===== src/rtl/div_unit.sv =====
// Signed restoring divider producing {remainder, quotient}, truncating toward zero.
// Latency: op_done rises WIDTH+1 clk edges after the edge that samples op_start.
// Backpressure: none; one operation at a time, op_start ignored outside INIT, op_clear acknowledges/aborts.
//
// Ports:
//   clk, reset_n          - clock, asynchronous active-low reset
//   op_start, op_clear    - start request (INIT only), synchronous abort/acknowledge
//   dividend, divisor     - signed WIDTH-bit operands, captured when op_start is accepted
//   op_done, result       - result valid flag, {remainder, quotient} (zero while not done)
//   div_by_zero           - divisor was zero, valid while op_done=1
module div_unit #(
    parameter int WIDTH = 32
) (
    input  logic                 clk,
    input  logic                 reset_n,
    input  logic                 op_start,
    input  logic                 op_clear,
    input  logic [WIDTH-1:0]     dividend,
    input  logic [WIDTH-1:0]     divisor,
    output logic                 op_done,
    output logic [2*WIDTH-1:0]   result,
    output logic                 div_by_zero
);

    localparam int CW = $clog2(WIDTH + 1);

    typedef enum logic [1:0] {
        INIT      = 2'b00,
        START     = 2'b01,
        CALCULATE = 2'b10,
        DONE      = 2'b11
    } state_t;

    state_t             r_state;
    state_t             w_state_next;

    logic [WIDTH-1:0]   r_dvd;      // operands exactly as captured
    logic [WIDTH-1:0]   r_dvs;
    logic [WIDTH-1:0]   r_div;      // |divisor|
    logic [WIDTH-1:0]   r_rem;      // partial remainder
    logic [WIDTH-1:0]   r_quo;      // quotient / dividend shift register
    logic [CW-1:0]      r_cnt;
    logic               r_sign_q;
    logic               r_sign_r;
    logic               r_done;
    logic               r_dbz;
    logic [2*WIDTH-1:0] r_result;

    logic [WIDTH-1:0]   w_dvd_abs;
    logic [WIDTH-1:0]   w_dvs_abs;
    logic [WIDTH:0]     w_rem_sh;
    logic [WIDTH:0]     w_diff;
    logic [WIDTH-1:0]   w_rem_step;
    logic [WIDTH-1:0]   w_quo_step;
    logic               w_dbz;
    logic [WIDTH-1:0]   w_quo_fin;
    logic [WIDTH-1:0]   w_rem_fin;
    logic               w_last;

    // Magnitudes are plain unsigned WIDTH-bit values, so -2^(WIDTH-1) maps to 2^(WIDTH-1).
    assign w_dvd_abs = r_dvd[WIDTH-1] ? (~r_dvd + 1'b1) : r_dvd;
    assign w_dvs_abs = r_dvs[WIDTH-1] ? (~r_dvs + 1'b1) : r_dvs;

    // One restoring step: shift {rem, quo} left, trial-subtract with a spare bit for the sign.
    assign w_rem_sh   = {r_rem, r_quo[WIDTH-1]};
    assign w_diff     = w_rem_sh - {1'b0, r_div};
    assign w_rem_step = w_diff[WIDTH] ? w_rem_sh[WIDTH-1:0] : w_diff[WIDTH-1:0];
    assign w_quo_step = {r_quo[WIDTH-2:0], ~w_diff[WIDTH]};

    // The final step's outcome is sign-corrected and registered on the same edge as DONE entry.
    assign w_dbz     = (r_dvs == '0);
    assign w_quo_fin = w_dbz ? '1    : (r_sign_q ? (~w_quo_step + 1'b1) : w_quo_step);
    assign w_rem_fin = w_dbz ? r_dvd : (r_sign_r ? (~w_rem_step + 1'b1) : w_rem_step);
    assign w_last    = (r_state == CALCULATE) && (r_cnt == CW'(1));

    // State register
    always_ff @(posedge clk or negedge reset_n) begin
        if (!reset_n) begin
            r_state <= INIT;
        end else begin
            r_state <= w_state_next;
        end
    end

    // Next-state logic; op_clear outranks everything else
    always_comb begin
        w_state_next = r_state;
        if (op_clear) begin
            w_state_next = INIT;
        end else begin
            case (r_state)
                INIT:      if (op_start) w_state_next = START;
                START:     w_state_next = CALCULATE;
                CALCULATE: if (r_cnt == CW'(1)) w_state_next = DONE;
                DONE:      w_state_next = DONE;
                default:   w_state_next = INIT;
            endcase
        end
    end

    // Outputs come straight from registers; r_result is only ever written with the final value.
    always_comb begin
        op_done     = r_done;
        div_by_zero = r_dbz;
        result      = r_result;
    end

    // Datapath
    always_ff @(posedge clk or negedge reset_n) begin
        if (!reset_n) begin
            r_dvd    <= '0;
            r_dvs    <= '0;
            r_div    <= '0;
            r_rem    <= '0;
            r_quo    <= '0;
            r_cnt    <= '0;
            r_sign_q <= 1'b0;
            r_sign_r <= 1'b0;
            r_done   <= 1'b0;
            r_dbz    <= 1'b0;
            r_result <= '0;
        end else if (op_clear) begin
            r_dvd    <= '0;
            r_dvs    <= '0;
            r_div    <= '0;
            r_rem    <= '0;
            r_quo    <= '0;
            r_cnt    <= '0;
            r_sign_q <= 1'b0;
            r_sign_r <= 1'b0;
            r_done   <= 1'b0;
            r_dbz    <= 1'b0;
            r_result <= '0;
        end else begin
            case (r_state)
                INIT: begin
                    if (op_start) begin
                        r_dvd <= dividend;
                        r_dvs <= divisor;
                    end
                end
                START: begin
                    r_quo    <= w_dvd_abs;
                    r_rem    <= '0;
                    r_div    <= w_dvs_abs;
                    r_cnt    <= CW'(WIDTH);
                    r_sign_q <= r_dvd[WIDTH-1] ^ r_dvs[WIDTH-1];
                    r_sign_r <= r_dvd[WIDTH-1];
                end
                CALCULATE: begin
                    r_rem <= w_rem_step;
                    r_quo <= w_quo_step;
                    r_cnt <= r_cnt - CW'(1);
                    if (w_last) begin
                        r_result <= {w_rem_fin, w_quo_fin};
                        r_done   <= 1'b1;
                        r_dbz    <= w_dbz;
                    end
                end
                default: ;  // DONE holds everything
            endcase
        end
    end

endmodule


===== config.mk =====
export PLATFORM = sky130hd
export DESIGN_NAME = div_unit
export DESIGN_NICKNAME = d
export VERILOG_FILES = /design/src/rtl/div_unit.sv
export SDC_FILE = /design/constraint.sdc
export NUM_CORES = 1
export LEC_CHECK = 0
export ABC_AREA = 1
export BUFFER_PORTS_ARGS = -buffer_cell sky130_fd_sc_hd__buf_2
export CELL_PAD_IN_SITES_DETAIL_PLACEMENT = 0
export CELL_PAD_IN_SITES_GLOBAL_PLACEMENT = 1
export CORE_ASPECT_RATIO = 0.7
export CORE_MARGIN = 3
export CORE_UTILIZATION = 48
export DETAILED_ROUTE_END_ITERATION = 6
export PLACE_DENSITY = 0.94
export SYNTH_ARGS = -nofsm -noshare
export SYNTH_HDL_FRONTEND = slang
export SYNTH_SLANG_ARGS = --single-unit

===== constraint.sdc =====
create_clock -name clk -period 9.45 [get_ports clk]
set_input_delay 2.835 -clock clk [delete_from_list [all_inputs] [get_ports clk]]
set_output_delay 2.835 -clock clk [all_outputs]
set_load 0.05 [all_outputs]

# Word-level counts from Yosys, hierarchy flattened
# Cells that the tools add are included.
[totals] regBits=236 in_bits=68 out_inout_bits=66 elab_cells=80
[classes] n_addsub=6 eq_ne=6 mux=38 n_bitwise=6 reduce_logical=12
[op_table] op="two-way mux 32 bit" n=17
[op_table] op="two-way mux 64 bit" n=3
[op_table] op="adder 32 x 1 -> 32 bit, second input constant" n=4
[op_table] op="NOT 32 bit" n=4
[op_table] op="case mux 32 bit (2 select lines)" n=2
[op_table] op="subtractor 33 x 32 -> 33 bit" n=1
[op_table] op="zero test 32 bit" n=1
[op_table] op="case mux 6 bit (2 select lines)" n=1
[op_table] op="two-way mux 1 bit" n=10
[op_table] op="nonzero test 2 bit" n=5
[op_table] op="case mux 2 bit (4 select lines)" n=1
[op_table] op="== test 6 x 1 -> 1 bit, second input constant" n=1
[op_table] op="two-way mux 2 bit" n=3
[op_table] op="two-way mux 6 bit" n=1
[op_table] op="AND reduction 2 bit" n=3
[op_table] op="subtractor 6 x 1 -> 6 bit, second input constant" n=1
[op_table] op="== test 2 bit, second input constant" n=2
[op_table] op="!= test 3 x 2 -> 1 bit, second input constant" n=1
[op_table] op="!= test 3 bit, second input constant" n=1
[op_table] op="nonzero test 3 bit" n=1
[op_table] op="== test 2 x 1 -> 1 bit, second input constant" n=1
[op_table] op="zero test 2 bit" n=1
[op_table] op="logical AND 1 bit" n=1
[op_table] op="NOT 1 bit" n=1
[op_table] op="XOR 1 bit" n=1

# Longest topological paths before layout
# Gate-level depths: netlist (run 1).
[depth] word_depth=9 ltp_mapped=28

# Worst setup path before layout (run 1)
# Ideal clock, no wire load.
[synth_timing] path_type="input to register" start="input port op_clear" end="register r_result[44] (netlist: result[44])" setup_time_ps=87 arrival_time_ps=4381 required_ps=9363 setup_slack_ps=4982 path_stages=10 n_path_buf=3 path_cell_list="clkbuf_1 inv_1 nand2_1 nor2_1 clkinv_1 nor2_4 inv_2 buf_2 buf_2 o211ai_1"
[synth_via] elab_chain_cells=2
[synth_rtl] element="start, declared" line="17" text="input logic op_clear,"
[synth_rtl] element="nonzero test 2 bit (no line)"
[synth_rtl] element="AND reduction 2 bit (no line)"
[synth_rtl] element="end signal, assigned" line="155" text="r_result <= {w_rem_fin, w_quo_fin};"
[synth_rtl] element="end, declared" line="47" text="logic [2*WIDTH-1:0] r_result;"
# Several ways; a longest one is shown, not always the timed one.
# A chain may end at the register's enable or synchronous reset.

# Final worst setup path (run 1)
[layout_timing] start="register r_div[0]" end="register r_result[30] (netlist: result[30])"
[layout_via] elab_chain_cells=9
[layout_rtl] element="start, declared" line="39" text="logic [WIDTH-1:0] r_div;"
[layout_rtl] element="start signal, assigned" line="145" text="r_div <= w_dvs_abs;"
[layout_rtl] element="subtractor 33 x 32 -> 33 bit" line="66" text="assign w_diff = w_rem_sh - {1'b0, r_div};"
[layout_rtl] element="NOT 1 bit" line="68" text="assign w_quo_step = {r_quo[WIDTH-2:0], ~w_diff[WIDTH]};"
[layout_rtl] element="NOT 32 bit" line="72" text="assign w_quo_fin = w_dbz ? '1 : (r_sign_q ? (~w_quo_step + 1'b1) : w_quo_step);"
[layout_rtl] element="adder 32 x 1 -> 32 bit" line="72"
[layout_rtl] element="two-way mux 32 bit (2 in series)" line="72"
[layout_rtl] element="two-way mux 64 bit" line="154" text="if (w_last) begin"
[layout_rtl] element="two-way mux 64 bit" line="135" text="case (r_state)"
[layout_rtl] element="two-way mux 64 bit" line="122" text="end else if (op_clear) begin"
# No other way between the ends. The select of a mux whose other input is x is not followed.

==> metrics, run 1 <==
status=finished clean; core area=32600 um2; hold path start=result[20]$_DFFE_PN0P_; Fin. Hold Viols=0; CP endpoint kind=register; # IOs=134; design area=17800 um2; Post-CTS Setup Bufs=0; final setup violation count=0; RSZ-0062 raised after global routing=false; ys flop type=dfrtp_1; top fanout value on the critical path=55; Starting Density=0.492; Worst Hold Class=register to register; Via Count=15934; CP Class=register to register; DRT Pass-1 Iters=6; Slew Limit Fails=0; Max Fclk=0.190 GHz; Netlist Area Pre-Place=16000 um2; Critical Path RT=9.87 ns; CTS buffer count=26; row cnt=55; cell family with most CP delay=simple AND/OR/NAND/NOR gates; WL per Instance=18.0 um; Yosys reg bits=236; vias in the first global route=14695; final setup TNS=0 ns; DPL Wire Length=39100 um; CP max stage cell=dfrtp_1; register area share after synthesis=0.368; H-tree lvl count=1; relative slew slack=0.221; synth unique cells=57; grt ovf=0; Synth Area per Inst=6.86 um2; gpl congestion=0.953; crit path launch type=register; Clk Latency, worst-skew pair=0.56 ns; min Tclk post-route=5.25 ns; worst path buffer plus inverter count=2; die width=224 um; placed cell areas=16900 um2; Worst R2R End=result[30]$_DFFE_PN0P_; Area Overhead vs Synth=11.1%; Post-synth EDFFs=0; Worst-path clk slew=0.06 ns; Worst path depth=26; Worst Skew=0.0347 ns; Worst R2R Start=r_div[0]$_DFFE_PN0P_; Vias/cell=5.56; Synth async-reset ratio=1.00; Tot GR Track Use=0.286; max cap viols=0; area of the multi-input gates=8490 um2; WHS Path Cells=2; remaining antenna violation count after routing=0; ANT cells=0; CTS root buffer=clkbuf_16; number of port buffers=133; fin nets=2528; Worst Hold End=result[20]$_DFFE_PN0P_; final hold slack=0.483 ns; Die Y=159 um; post_cts resized=0; synth warn=0; routed wire length=51700 um; CTS hold repair buffers=0; Worst-Margin Slew=1.17 ns; syn_nets=2446; DRC viols=0; Max clock buf depth=3; Fillers=3249; Iter 0 DRT Violations=1820; Mapped Cells=2339; critical path's largest stage delay=0.49 ns; period utilisation layout=0.556; antenna violations before repair=1; Clock Sinks=236; FF+latch area=5910 um2; most common cell after layout, fill and taps aside=nand2_1; reg2reg path depth=26; most used cell, CP=nand2_1; share of layout cells above drive strength 1=0.109; WP data arrival=5.67 ns; setup slack, reg-to-reg=4.20 ns; die area=35700 um2; first-pass GRT wire length=81900 um; largest net degree at the start of global routing=128; commonest non-fill, non-tap cells in the layout=nand2_1, inv_1, dfrtp_1, nand3_1, nor2_1; CTS tree=built
## state kept, by name (all words and copies together) (netlist names), 2 cells and up
name / flops
r_dvd: 32
r_state: 2
r_quo: 32
r_rem: 32
result: 64
r_cnt: 6
r_div: 32
r_dvs: 32
## layout make-up
class,count,share of cell area
Clock buffer,34,0.0399
Timing Repair Buffer,146,0.0434
Inverter,328,0.0691
Clock inverter,14,0.00934
Tap cell,427,0.0300
Sequential cell,236,0.332
Multi-Input combinational cell,1683,0.477
## Yosys cell counts, types with 17 or more instances
cell	count	area share
nand2_2	30	0.012
o22ai_1	57	0.022
xor2_1	66	0.036
clkbuf_1	67	0.016
ha_1	38	0.030
inv_1	318	0.074
a22oi_1	26	0.012
dfrtp_1	236	0.37
nor2_1	183	0.043
nand4_1	23	0.0090
a21oi_1	109	0.034
nand2_1	667	0.16
o21ai_0	157	0.049
nor3_1	29	0.0090
o211ai_1	17	0.0080
nand3_1	182	0.057
## worst min-delay path: cells and delay by family (launching register included)
family | cells | cell delay [ns]
AOI/OAI and AO/OA | 1 | 0.06
DFF | 1 | 0.34
and+or+nand+nor | 1 | 0.06
## stage by stage
stage	worst slack [ns]	utilization	std cells
final	4.20	0.546	2868
after global routing	3.72	0.546	2868
after CTS	4.32	0.546	2868
after detailed placement	3.97	0.519	2820
after global placement	4.05	0.519	2820
after floorplan	4.98	-	2339
## cells by family (layout without fill, tap and decap cells)
group	count (synthesis)	after routing	share of synthesized area
xor gates and xnor gates	78	78	0.0426
DFF	236	236	0.368
AOI/OAI and AO/OA	408	408	0.147
and+or+nand+nor	1158	1158	0.308
adders and majority gates	39	39	0.0309
buffers and inverters	420	522	0.103
## layer usage
metal | track usage | wire length, um
met2 | 0.386 | 20000
met3 | 0.0442 | 4400
met5 | 0 | 0
met4 | 0.0572 | 973
met1 | 0.477 | 26300
## how the worst max path moves through the flow
| stage | start | to | slack, ns |
|---|---|---|---|
| 2_1_floorplan | op_clear | result[44]$_DFFE_PN0P_ | 4.98 |
| 3_3_place_gp | op_clear | result[54]$_DFFE_PN0P_ | 4.05 |
| 3_5_place_dp | op_clear | result[41]$_DFFE_PN0P_ | 3.97 |
| 4_1_cts | r_div[0]$_DFFE_PN0P_ | result[30]$_DFFE_PN0P_ | 4.32 |
| 5_1_grt | r_div[0]$_DFFE_PN0P_ | result[30]$_DFFE_PN0P_ | 3.72 |
| 6_report | r_div[0]$_DFFE_PN0P_ | result[30]$_DFFE_PN0P_ | 4.20 |
Power of run 1 is left out: the tool's default activity adds up to more than one toggle a clock period on the data nets, which glitch-free logic cannot reach.
==> run 2, diff against run 1 <==
Settings changed: CORE_UTILIZATION 48 to 44, PLACE_DENSITY 0.94 to 0.88.
Clock period 9.45 ns to 5.2 ns, I/O delays scaled along.
==> run 2 against run 1 <==
Net effect: register-to-register slack worse by 3.5 ns; worst setup slack worse by 3.5 ns; via count is 0.36% lower; cell area is 1.1% higher; utilization is 3.6 points lower.
==> metrics, run 2 (synthesized netlist as in run 1, its figures left out) <==
Area Overhead vs Synth=12.2%; reg2reg path depth=26 (unchanged); area of the multi-input gates=8490 um2 (unchanged); Worst-path clk slew=0.06 ns (about the same); Iter 0 DRT Violations=1798 (-1.2%); Vias/cell=5.43 (-2.2%); DRT Pass-1 Iters=6 (unchanged); post_cts resized=0 (unchanged); final setup violation count=0 (unchanged); DRC viols=0 (unchanged); Fin. Hold Viols=0 (unchanged); CTS tree=built; vias in the first global route=14817 (+0.83%); commonest non-fill, non-tap cells in the layout=nand2_1, inv_1, dfrtp_1, nand3_1, nor2_1; H-tree lvl count=1 (unchanged); WP data arrival=4.96 ns (-0.71 ns); most common cell after layout, fill and taps aside=nand2_1; DPL Wire Length=41700 um (+6.7%); Critical Path RT=5.63 ns (-4.24 ns); CTS hold repair buffers=0 (unchanged); Worst R2R End=result[30]$_DFFE_PN0P_; CTS root buffer=clkbuf_16; largest net degree at the start of global routing=119 (-7.0%); hold path start=op_done$_DFFE_PN0P_; CP endpoint kind=register; relative slew slack=0.269 (+0.0473); status=finished clean; Clock Sinks=236 (unchanged); max reg flops=64 (unchanged); Worst-Margin Slew=1.10 ns (-0.0692 ns); crit path launch type=register; first-pass GRT wire length=85900 um (+4.9%); RSZ-0062 raised after global routing=false; FF+latch area=5910 um2 (unchanged); gpl congestion=0.962 (+0.94%); Die Y=166 um (+4.3%); WL per Instance=18.7 um (+3.9%); top fanout value on the critical path=7 (-87%); die width=234 um (+4.3%); Post-CTS Setup Bufs=0 (unchanged); min Tclk post-route=4.53 ns (-0.720 ns); Worst Hold Class=register to register; CTS buffer count=26 (unchanged); remaining antenna violation count after routing=0 (unchanged); # IOs=134 (unchanged); final setup TNS=0 ns (unchanged); CP Class=register to register; fin nets=2537 (+0.36%); core area=35300 um2 (+8.2%); Max clock buf depth=3 (unchanged); ANT cells=0 (unchanged); setup slack, reg-to-reg=0.67 ns (-3.53 ns); Worst Hold End=op_done$_DFFE_PN0P_; grt ovf=0 (unchanged); number of port buffers=133 (unchanged); antenna violations before repair=2 (+1); Clk Latency, worst-skew pair=0.56 ns (about the same); Worst Skew=0.0213 ns (-0.0134 ns); max cap viols=0 (unchanged); Worst R2R Start=r_div[0]$_DFFE_PN0P_; WHS Path Cells=2 (unchanged); Slew Limit Fails=0 (unchanged); row cnt=57 (+3.6%); Via Count=15877 (-0.36%); share of layout cells above drive strength 1=0.111 (+0.00164); Tot GR Track Use=0.281 (-0.00507); Fillers=3645 (+12%); routed wire length=54800 um (+5.8%); period utilisation layout=0.871 (+0.316); die area=38800 um2 (+8.8%); Starting Density=0.454 (-0.0374); Max Fclk=0.221 GHz (+16%)
## run 2: critical path, stage by stage (launching register included)
cell	delay, ns
dfrtp_1	0.39
ha_1	0.23
fa_1	0.41
inv_1	0.09
nand2_1	0.05
nand2_1	0.07
nand3_1	0.07
nand2_1	0.16
nand2_1	0.09
nand2_2	0.10
nand2_4	0.08
nand2_4	0.08
nand2_4	0.10
nand2_8	0.08
ha_1	0.14
inv_1	0.05
nor3_1	0.22
nand3_1	0.14
nor3_1	0.21
nand2_1	0.13
nor2_1	0.24
nand4_1	0.24
nor3_1	0.48
a21oi_1	0.18
nor2_1	0.15
xor2_1	0.15
o21ai_0	0.09
## run 2: layer usage
| metal | routed length [um] | track usage | vias up | part of all wire |
|---|---|---|---|---|
| met2 | 21400 | 0.384 | 617 | 0.39 |
| met1 | 27400 | 0.453 | 7454 | 0.50 |
| li1 | - | - | 7738 | - |
| met3 | 4970 | 0.0626 | 66 | 0.091 |
| met4 | 949 | 0.0479 | 2 | 0.017 |
| met5 | 12 | 0 | - | 0.00022 |
## run 2: layout make-up
class / count / area share
clock inverters: 10 / 0.0106
multi-input cells: 1683 / 0.472
well taps: 472 / 0.0328
repair buffers: 155 / 0.0481
clock buffers: 38 / 0.0403
flip-flops and latches: 236 / 0.328
inverters: 328 / 0.0684
## run 2: worst max path at each step
| stage | from | to | slack, ns |
|---|---|---|---|
| 6_report | r_div[0]$_DFFE_PN0P_ | result[30]$_DFFE_PN0P_ | 0.67 |
| 5_1_grt | r_div[0]$_DFFE_PN0P_ | result[30]$_DFFE_PN0P_ | 0.1 |
| 4_1_cts | r_div[0]$_DFFE_PN0P_ | result[30]$_DFFE_PN0P_ | 0.76 |
| 3_5_place_dp | r_div[0]$_DFFE_PN0P_ | result[30]$_DFFE_PN0P_ | 0.76 |
| 3_3_place_gp | r_div[0]$_DFFE_PN0P_ | result[30]$_DFFE_PN0P_ | 0.84 |
| 2_1_floorplan | r_div[0]$_DFFE_PN0P_ | result[30]$_DFFE_PN0P_ | 1.32 |
## run 2: through the flow
stage | utilization | hold WS [ns] | worst slack (ns) | area [um2] | instances
after global routing | 0.510 | 0.505 | 0.0976 | 18000 | 2922
final | 0.510 | 0.474 | 0.669 | 18000 | 2922
after floorplan | - | 0.459 | 1.32 | 16000 | 2339
after CTS | 0.510 | 0.481 | 0.763 | 18000 | 2922
after detailed placement | 0.484 | 0.466 | 0.757 | 17100 | 2874
after global placement | 0.484 | 0.459 | 0.844 | 17100 | 2874
Power of run 2 is left out for the same reason.
==> run 3, diff against run 2 <==
Settings changed: CTS_BUF_LIST set to sky130_fd_sc_hd__clkbuf_16, GPL_TIMING_DRIVEN set to 0.
==> run 3 against run 2 <==
Net effect: clock skew is 0.0045 ns higher; register-to-register slack worse by 0.17 ns; hold slack better by 0.0054 ns; count of clock-buffer cells in the layout is 12 lower; critical path type unchanged; largest cell class unchanged; highest routed layer is now met4.
==> metrics, run 3 (synthesized netlist as in run 1, its figures left out) <==
row cnt=57 (unchanged); Top Metal Used=met4; commonest non-fill, non-tap cells in the layout=nand2_1, inv_1, dfrtp_1, nor2_1, nand3_1; Clk Latency, worst-skew pair=0.58 ns (+0.02 ns); DPL Wire Length=47500 um (+14%); WL met2=22100 um (+3.1%); Fin. Hold Viols=0 (unchanged); Slew Limit Fails=0 (unchanged); WL per Instance=20.0 um (+6.9%); core area=35300 um2 (unchanged); period utilisation layout=0.905 (+0.0336); final worst slack=0.494 ns (-0.175 ns); Vias/cell=5.55 (+2.2%); max reg flops=64 (unchanged); design area=18300 um2 (+1.4%); met3 routed WL=7540 um (+52%); final setup violation count=0 (unchanged); WHS Path Cells=2 (unchanged); reg2reg path depth=26 (unchanged); WP data arrival=5.13 ns (+0.17 ns); Starting Density=0.454 (unchanged); DRT Pass-1 Iters=6 (unchanged); gpl congestion=0.956 (-0.56%); Worst R2R Start=r_div[0]$_DFFE_PN0P_; antenna violations before repair=2 (unchanged); Worst Hold Class=register to register; Iter 0 DRT Violations=1967 (+9.4%); Worst-Margin Slew=1.28 ns (+0.184 ns); die area=38800 um2 (unchanged); CP Class=register to register; min Tclk post-route=4.71 ns (+0.175 ns); relative slew slack=0.143 (-0.126); status=finished clean; Worst Hold End=result[34]$_DFFE_PN0P_; share of layout cells above drive strength 1=0.108 (-0.00269); grt ovf=0 (unchanged); remaining antenna violation count after routing=0 (unchanged); final hold slack=0.479 ns (+0.00540 ns); Max clock buf depth=3 (unchanged); Worst R2R End=result[30]$_DFFE_PN0P_; Die Y=166 um (unchanged); Critical Path RT=5.62 ns (about the same); # IOs=134 (unchanged); DRC viols=0 (unchanged); crit path launch type=register; Area Overhead vs Synth=13.8%; fin nets=2608 (+2.8%); hold path start=result[34]$_DFFE_PN0P_; most common cell after layout, fill and taps aside=nand2_1; Clock Sinks=236 (unchanged); max cap viols=0 (unchanged); Max Fclk=0.212 GHz (-3.7%); routed wire length=60000 um (+9.5%); die width=234 um (unchanged); number of port buffers=132 (-0.75%); CTS buffer count=26 (unchanged); CTS tree=built; Setup WS pre-CTS=-0.0774 ns (-0.834 ns); top fanout value on the critical path=19 (+12); vias in the first global route=15456 (+4.3%); first-pass GRT wire length=92300 um (+7.5%); placed cell areas=17400 um2 (+1.6%); setup slack, reg-to-reg=0.49 ns (-0.17 ns); Post-Route M1 WL=29200 um (+6.5%); Tot GR Track Use=0.308 (+0.0269); CTS root buffer=clkbuf_16; Worst-path clk slew=0.06 ns (about the same); CP endpoint kind=register; H-tree lvl count=1 (unchanged); largest net degree at the start of global routing=120 (+0.84%); Worst Skew=0.0258 ns (+0.00454 ns); Via Count=16620 (+4.7%); RSZ-0062 raised after global routing=false
==> run 3: cell count changes in the layout (fill, tap and decap cells not counted), moves of 3 or more <==
cell and delta:
buf_2 +4, nor3_1 -3, inv_1 +5, buf_6 +3, buf_4 -13, clkbuf_8 -3, clkbuf_1 +58, buf_1 +8
clkinv_2 +5
==> run 3: how the worst max path moves through the flow <==
stage | from | endpoint | cells past startpoint
global route | r_div[0]$_DFFE_PN0P_ | result[30]$_DFFE_PN0P_ | 26
finish | r_div[0]$_DFFE_PN0P_ | result[30]$_DFFE_PN0P_ | 26
CTS | r_div[0]$_DFFE_PN0P_ | result[30]$_DFFE_PN0P_ | 27
global placement | reset_n | r_dvs[14]$_DFFE_PN0P_ | 1
detailed placement | r_div[0]$_DFFE_PN0P_ | result[30]$_DFFE_PN0P_ | 27
floorplan | r_div[0]$_DFFE_PN0P_ | result[30]$_DFFE_PN0P_ | 27
==> run 3: layout make-up <==
cell class,instances,area (um2)
fill,3624,17100
multi-input combinational,1683,8510
inverter,328,1230
timing repair buffer,135,733
sequential,236,5910
clock buffer,26,651
antenna,1,2.50
buffer,91,415
tap,472,591
clock inverter,21,211
==> run 3: routing by layer <==
layer,track usage,vias to the layer above
met5,0,-
met4,0.0580,0
met3,0.0984,79
met2,0.396,774
met1,0.497,7891
li1,-,7876
==> run 3: what timing repair did <==
| item | 4_1_cts | 5_1_grt |
|---|---|---|
| resized for setup | 1 | 8 |
| buffers inserted | 0 | 1 |
| pin swaps | 0 | 4 |
| hold buffers | 0 | 0 |
| endpoints found under the hold margin | 0 | 0 |
| setup endpoints to repair | 1 | 7 |
==> run 3: critical path: stages, from the launching register on <==
cell     delay, ns
dfrtp_2       0.49
ha_1          0.26
fa_1          0.41
inv_1         0.11
nand2_1       0.06
nand2_1       0.08
nand3_1       0.09
nand2_2       0.12
nand2_1       0.07
nand2_2       0.12
nand2_4       0.10
nand2_4       0.08
nand2_4       0.10
nand2_8       0.22
ha_1          0.20
inv_1         0.06
nor3_2        0.14
nand3_1       0.14
nor3_2        0.27
nand2_2       0.12
nor2_4        0.17
nand4_1       0.26
nor3_4        0.33
a21oi_1       0.16
nor2_1        0.14
xor2_1        0.15
o21ai_0       0.10
==> run 3: metrics by stage <==
| step | utilization | TNS [ns] | std cells |
|---|---|---|---|
| CTS | 0.516 | 0 | 2992 |
| global placement | 0.490 | -401.42 | 2943 |
| global route | 0.517 | 0 | 2992 |
| finish | 0.517 | 0 | 2993 |
| detailed placement | 0.492 | -0.0774 | 2945 |
| floorplan | - | 0 | 2339 |
Power of run 3 is left out for the same reason.
